## src/rtl/decoder_pkg.sv

```systemverilog
// Shared types and default constants for the registered 3-to-8 decoder.
// Imported by decoder_3to8_seq and hold_timer.
package decoder_pkg;

  typedef enum logic {
    IDLE = 1'b0,
    HOLD = 1'b1
  } dec_state_t;

  localparam int DEC_N           = 3;
  localparam int DEC_HOLD_CYCLES = 4;

endpackage : decoder_pkg

```

## src/rtl/hold_timer.sv

```systemverilog
// Loadable saturating down-counter with a zero flag; times the one-hot hold window.
// Load value is HOLD_CYCLES-1 so that the zero flag rises on the last held cycle.
module hold_timer
  import decoder_pkg::*;
#(
  parameter int HOLD_CYCLES = DEC_HOLD_CYCLES
) (
  input  logic clk,
  input  logic rst_n,
  input  logic load,
  input  logic clear,
  input  logic dec,
  output logic zero
);

  localparam int CW = $clog2(HOLD_CYCLES + 1);
  localparam logic [CW-1:0] LOAD_VALUE = CW'(HOLD_CYCLES - 1);

  logic [CW-1:0] count_reg;
  logic [CW-1:0] count_next;

  always_comb begin
    count_next = count_reg;
    if (clear) begin
      count_next = '0;
    end else if (load) begin
      count_next = LOAD_VALUE;
    end else if (dec && (count_reg != '0)) begin
      // Saturate at zero rather than wrapping.
      count_next = count_reg - 1'b1;
    end
  end

  always_ff @(posedge clk or negedge rst_n) begin
    if (!rst_n) begin
      count_reg <= '0;
    end else begin
      count_reg <= count_next;
    end
  end

  assign zero = (count_reg == '0);

endmodule : hold_timer

```

## src/rtl/decoder_3to8_seq.sv

```systemverilog
// Registered N-to-2**N decoder: each accepted code drives one output line for a hold window.
// Define DEC_ACK_EN to end the window on a sink ack instead of the hold_timer count.
module decoder_3to8_seq
  import decoder_pkg::*;
#(
  parameter int N           = DEC_N,
  parameter int HOLD_CYCLES = DEC_HOLD_CYCLES
) (
  input  logic            clk,
  input  logic            rst_n,
  input  logic            en,
  input  logic            valid,
  input  logic [N-1:0]    code,
  output logic            ready,
  output logic [2**N-1:0] y,
  output logic            done
`ifdef DEC_ACK_EN
  ,
  input  logic            ack
`endif
);

  localparam int W = 2**N;

  dec_state_t   state_reg;
  dec_state_t   state_next;
  logic [W-1:0] y_reg;
  logic [W-1:0] y_next;
  logic         done_reg;
  logic         done_next;
  logic [W-1:0] decoded;
  logic         accept;
  logic         hold_end;

  genvar gi;
  generate
    for (gi = 0; gi < W; gi++) begin : g_decode
      assign decoded[gi] = (code == N'(gi));
    end
  endgenerate

  // Held low while reset is asserted so nothing is offered before the block is live.
  assign ready  = rst_n & en & (state_reg == IDLE);
  assign accept = valid & ready;

`ifdef DEC_ACK_EN
  assign hold_end = ack;

  always_comb begin
    state_next = state_reg;
    y_next     = y_reg;
    done_next  = 1'b0;
    case (state_reg)
      IDLE: begin
        y_next = '0;
        if (accept) begin
          y_next     = decoded;
          state_next = HOLD;
        end
      end
      HOLD: begin
        if (!en) begin
          y_next     = '0;
          state_next = IDLE;
        end else if (hold_end) begin
          y_next     = '0;
          done_next  = 1'b1;
          state_next = IDLE;
        end
      end
      default: begin
        y_next     = '0;
        state_next = IDLE;
      end
    endcase
  end
`else
  logic timer_load;
  logic timer_clear;
  logic timer_dec;
  logic timer_zero;

  hold_timer #(
    .HOLD_CYCLES(HOLD_CYCLES)
  ) u_hold_timer (
    .clk  (clk),
    .rst_n(rst_n),
    .load (timer_load),
    .clear(timer_clear),
    .dec  (timer_dec),
    .zero (timer_zero)
  );

  assign hold_end = timer_zero;

  always_comb begin
    state_next  = state_reg;
    y_next      = y_reg;
    done_next   = 1'b0;
    timer_load  = 1'b0;
    timer_clear = 1'b0;
    timer_dec   = 1'b0;
    case (state_reg)
      IDLE: begin
        y_next = '0;
        if (accept) begin
          y_next     = decoded;
          timer_load = 1'b1;
          state_next = HOLD;
        end
      end
      HOLD: begin
        // Abort takes priority over a completion landing on the same cycle.
        if (!en) begin
          y_next      = '0;
          timer_clear = 1'b1;
          state_next  = IDLE;
        end else if (hold_end) begin
          y_next     = '0;
          done_next  = 1'b1;
          state_next = IDLE;
        end else begin
          timer_dec = 1'b1;
        end
      end
      default: begin
        y_next      = '0;
        timer_clear = 1'b1;
        state_next  = IDLE;
      end
    endcase
  end
`endif

  always_ff @(posedge clk or negedge rst_n) begin
    if (!rst_n) begin
      state_reg <= IDLE;
      y_reg     <= '0;
      done_reg  <= 1'b0;
    end else begin
      state_reg <= state_next;
      y_reg     <= y_next;
      done_reg  <= done_next;
    end
  end

  assign y    = y_reg;
  assign done = done_reg;

endmodule : decoder_3to8_seq
```

## config.mk

```make
export PLATFORM = sky130hd
export DESIGN_NAME = decoder_3to8_seq
export DESIGN_NICKNAME = d
export VERILOG_FILES = /design/src/rtl/decoder_pkg.sv /design/src/rtl/hold_timer.sv /design/src/rtl/decoder_3to8_seq.sv
export SDC_FILE = /design/constraint.sdc
export NUM_CORES = 1
export LEC_CHECK = 0
export CORE_ASPECT_RATIO = 1.1
export CORE_MARGIN = 4
export CORE_UTILIZATION = 41
export DETAILED_ROUTE_END_ITERATION = 6
export PLACE_DENSITY = 0.7
export SLEW_MARGIN = 0
export SYNTH_ARGS = -nofsm -noshare
export SYNTH_HDL_FRONTEND = slang
export SYNTH_HIERARCHICAL = 1
export SYNTH_SLANG_ARGS = --single-unit
```

## constraint.sdc

```tcl
create_clock -name clk -period 1.57 [get_ports clk]
set_input_delay 0.314 -clock clk [delete_from_list [all_inputs] [get_ports clk]]
set_output_delay 0.314 -clock clk [all_outputs]
set_load 0.02 [all_outputs]
```

==> results.sh, run 1 <==
export IMPL_ctsHoldBuffers=0
export IMPL_grt_pass1_vias=557
export IMPL_outcome="finished clean"
export IMPL_cts_htree_levels=1
export IMPL_die_h_um=49.1
export IMPL_finalMaxSlewViolations=0
export IMPL_insertion_delay_ns=0.27
export IMPL_start_util_pct=44.8
export IMPL_critPathMaxFanout=8
export IMPL_yosys_warnings=6
export IMPL_portBuffers=16
export IMPL_grt_pass1_wl_um=2360
export IMPL_cts_sinks=13
export IMPL_p_leak_nw=0.563
export IMPL_endpoint_kind="flop"
export IMPL_cpPeakStageDelay_ns=0.40
export IMPL_routed_wl_um=1250
export IMPL_drc=0
export IMPL_crit_type="flop to flop"
export IMPL_antenna_found_initial=0
export IMPL_fin_crit_sh_pct=95.5
export IMPL_postCtsSetupBuffers=0
export IMPL_synthesis_area_um2=628
export IMPL_fin_skew_ns=0.00449
export IMPL_fin_util_pct=64.9
export IMPL_ys_ff_latch=13
export IMPL_synthCells=52
export IMPL_fin_crit_ns=1.50
export IMPL_crit_chain="inv_2 > ha_4 > nand2b_4 > inv_2 > and3b_2 > buf_4 > a32o_1"
export IMPL_diodes=0
export IMPL_gp_congestion=0.738
export IMPL_overflow=0
export IMPL_power_density_nw_per_um2=1030
export IMPL_area_growth_pct=44.8
export IMPL_drive_gt1_share_pct=27.3
export IMPL_synth_nets=61
export IMPL_cts_tree="done"
export IMPL_fp_row_count=14
export IMPL_cp_common_cell="inv_2"
export IMPL_ctsRootBufferMaster="clkbuf_4"
export IMPL_crit_required_ns=1.73
export IMPL_instances_no_fill=93
export IMPL_rsz0062_at_grt="true"
export IMPL_drv_cap=0
export IMPL_via_per_inst=5.45
export IMPL_drtAntennaViolNets=0
export IMPL_largest_register_ffs=8
export IMPL_cts_buffers=3
export IMPL_hold_ws_ns=0.390
export IMPL_clk_pin_slew_worst_paths_ns=0.08
export IMPL_place_inst=89
export IMPL_place_ws_ns=-0.293
export IMPL_synth_avg_cell_area_um2=12.1
export IMPL_hold_viol_final=0
export IMPL_dieArea_um2=2220
export IMPL_drt_first_pass_iters=4
export IMPL_hold_path_class="primary input to async pin"
export IMPL_cp_arrival_ns=1.65
export IMPL_tightest_slew_ns=0.258
export IMPL_ys_types=25
export IMPL_fin_nets=87
export IMPL_grt_max_degree=15
export IMPL_fmax_mhz=667
export IMPL_setup_violations=0
export IMPL_num_io_pins=17
export IMPL_vdd_drop_max_uv=725
export IMPL_clock_path_buffers=2
export IMPL_fin_ws_ns=0.0709
export IMPL_die_width_um=45.3
export IMPL_crit_slowest_cell="dfrtp_1"
export IMPL_maxSlewHeadroom_pct=82.8
export IMPL_vias=507
export IMPL_hpwl_um=932
export IMPL_core_area_um2=1400
export IMPL_post_drt_wl_per_cell_um=13.5
export IMPL_yosysSeqAreaShare_pct=51.8
export IMPL_start_kind="flop"
export IMPL_grt_usage_pct=13.8
export IMPL_drtIter0Drc=9
power breakdown:
part	leakage [nW]	internal, mW	switching, mW
clock	0.0150	0.0982	0.102
combinational	0.373	0.167	0.170
sequential	0.175	0.374	0.0231
total	0.563	0.638	0.295
metal layers:
layer  global-route usage (%)  part of all wire, %  up-vias
li1                         -                    -      244
met1                     19.1                   45      243
met2                     20.0                   47       18
met3                     4.43                  7.7        2
met4                     4.39                 0.40        0
met5                        0                    0        -
metrics by stage:
step	power [mW]	setup TNS (ns)	instance area, um2
after floorplan	0.603	0	633
after global placement	0.697	-2.37	847
after detailed placement	0.706	-2.57	847
after CTS	0.908	0	873
after global routing	1.02	-0.0601	910
final	0.933	0	910
area by class of cell:
type,count,area [um2]
sequential,13,325
fill,133,492
multi-input combinational,32,284
clock buffer,4,26.3
tap,16,20.0
timing repair buffer,23,235
inverter,5,18.8
final timing paths:
path                                                start                         to  depth (start not counted)  slack, ns
worst min-delay path                                rst_n                       y[1]                          2       0.39
worst max-delay path            u_hold_timer/count_reg[0]                       y[7]                          7       0.07
min in group clk                                     y[1]                       y[1]                          1       0.50
worst max register to register  u_hold_timer/count_reg[0]                       y[7]                          7       0.07
worst min register to register                       y[1]                       y[1]                          1       0.50
max in group asynchronous                           rst_n  u_hold_timer/count_reg[1]                          2       1.04
cells in the final DEF, fill, tap and decap left out, drive strengths merged, types with 2 or more instances in the layout:
cell type,n
nor2,3
dlymetal6s2s,8
clkdlybuf4s50,7
clkbuf,5
inv,5
dfrtp,13
ha,2
a32o,8
buf,7
nor3,2
nor2b,3
worst max-delay path: cells and delay by family (launching register included):
| family | cells | cell delay (ns) |
|---|---|---|
| buf+inv | 3 | 0.31 |
| fa+ha+maj | 1 | 0.14 |
| flops | 1 | 0.40 |
| compound gates | 1 | 0.20 |
| simple gates | 2 | 0.34 |
synthesized netlist by cell type, drive strengths merged:
library cell	n	share of area [%]
inv	5	3.0
nor2b	3	3.0
a211oi	1	1.2
and2	1	1.0
buf	2	2.6
and3b	1	1.6
a32o	8	13
a21o	1	1.2
and4b	1	1.6
a21oi	1	0.80
dfrtp	13	52
and4bb	1	2.0
and3	1	1.0
nor3	2	2.4
a31oi	1	1.0
or2	1	1.0
nor4b	1	2.4
nand2b	1	2.2
a21boi	1	1.2
nand2	1	0.60
nor2	3	1.8
ha	2	4.0
cells by family (layout without fill, tap and decap cells):
logic type	Yosys count	count (layout)	synth area share, %
simple gates	17	17	20.5
compound gates	13	13	18.1
buf+inv	7	32	5.58
fa+ha+maj	2	2	3.98
flops	13	13	51.8
repair_timing:
item / CTS / global route
gates resized for setup: 2 / 16
setup endpoints to repair: 1 / 21
pin swaps: 0 / 1
(Power assumes the default switching activity.)
==> run 2: changes to the inputs <==
--- a/config.mk
+++ b/config.mk
@@ -5,6 +5,7 @@
 export SDC_FILE = /design/constraint.sdc
 export NUM_CORES = 1
 export LEC_CHECK = 0
+export CAP_MARGIN = 10
 export CORE_ASPECT_RATIO = 1.1
 export CORE_MARGIN = 4
 export CORE_UTILIZATION = 41
==> results of run 2 <==
Same layout as run 1: the final DEF is identical, and so are final timing and power.
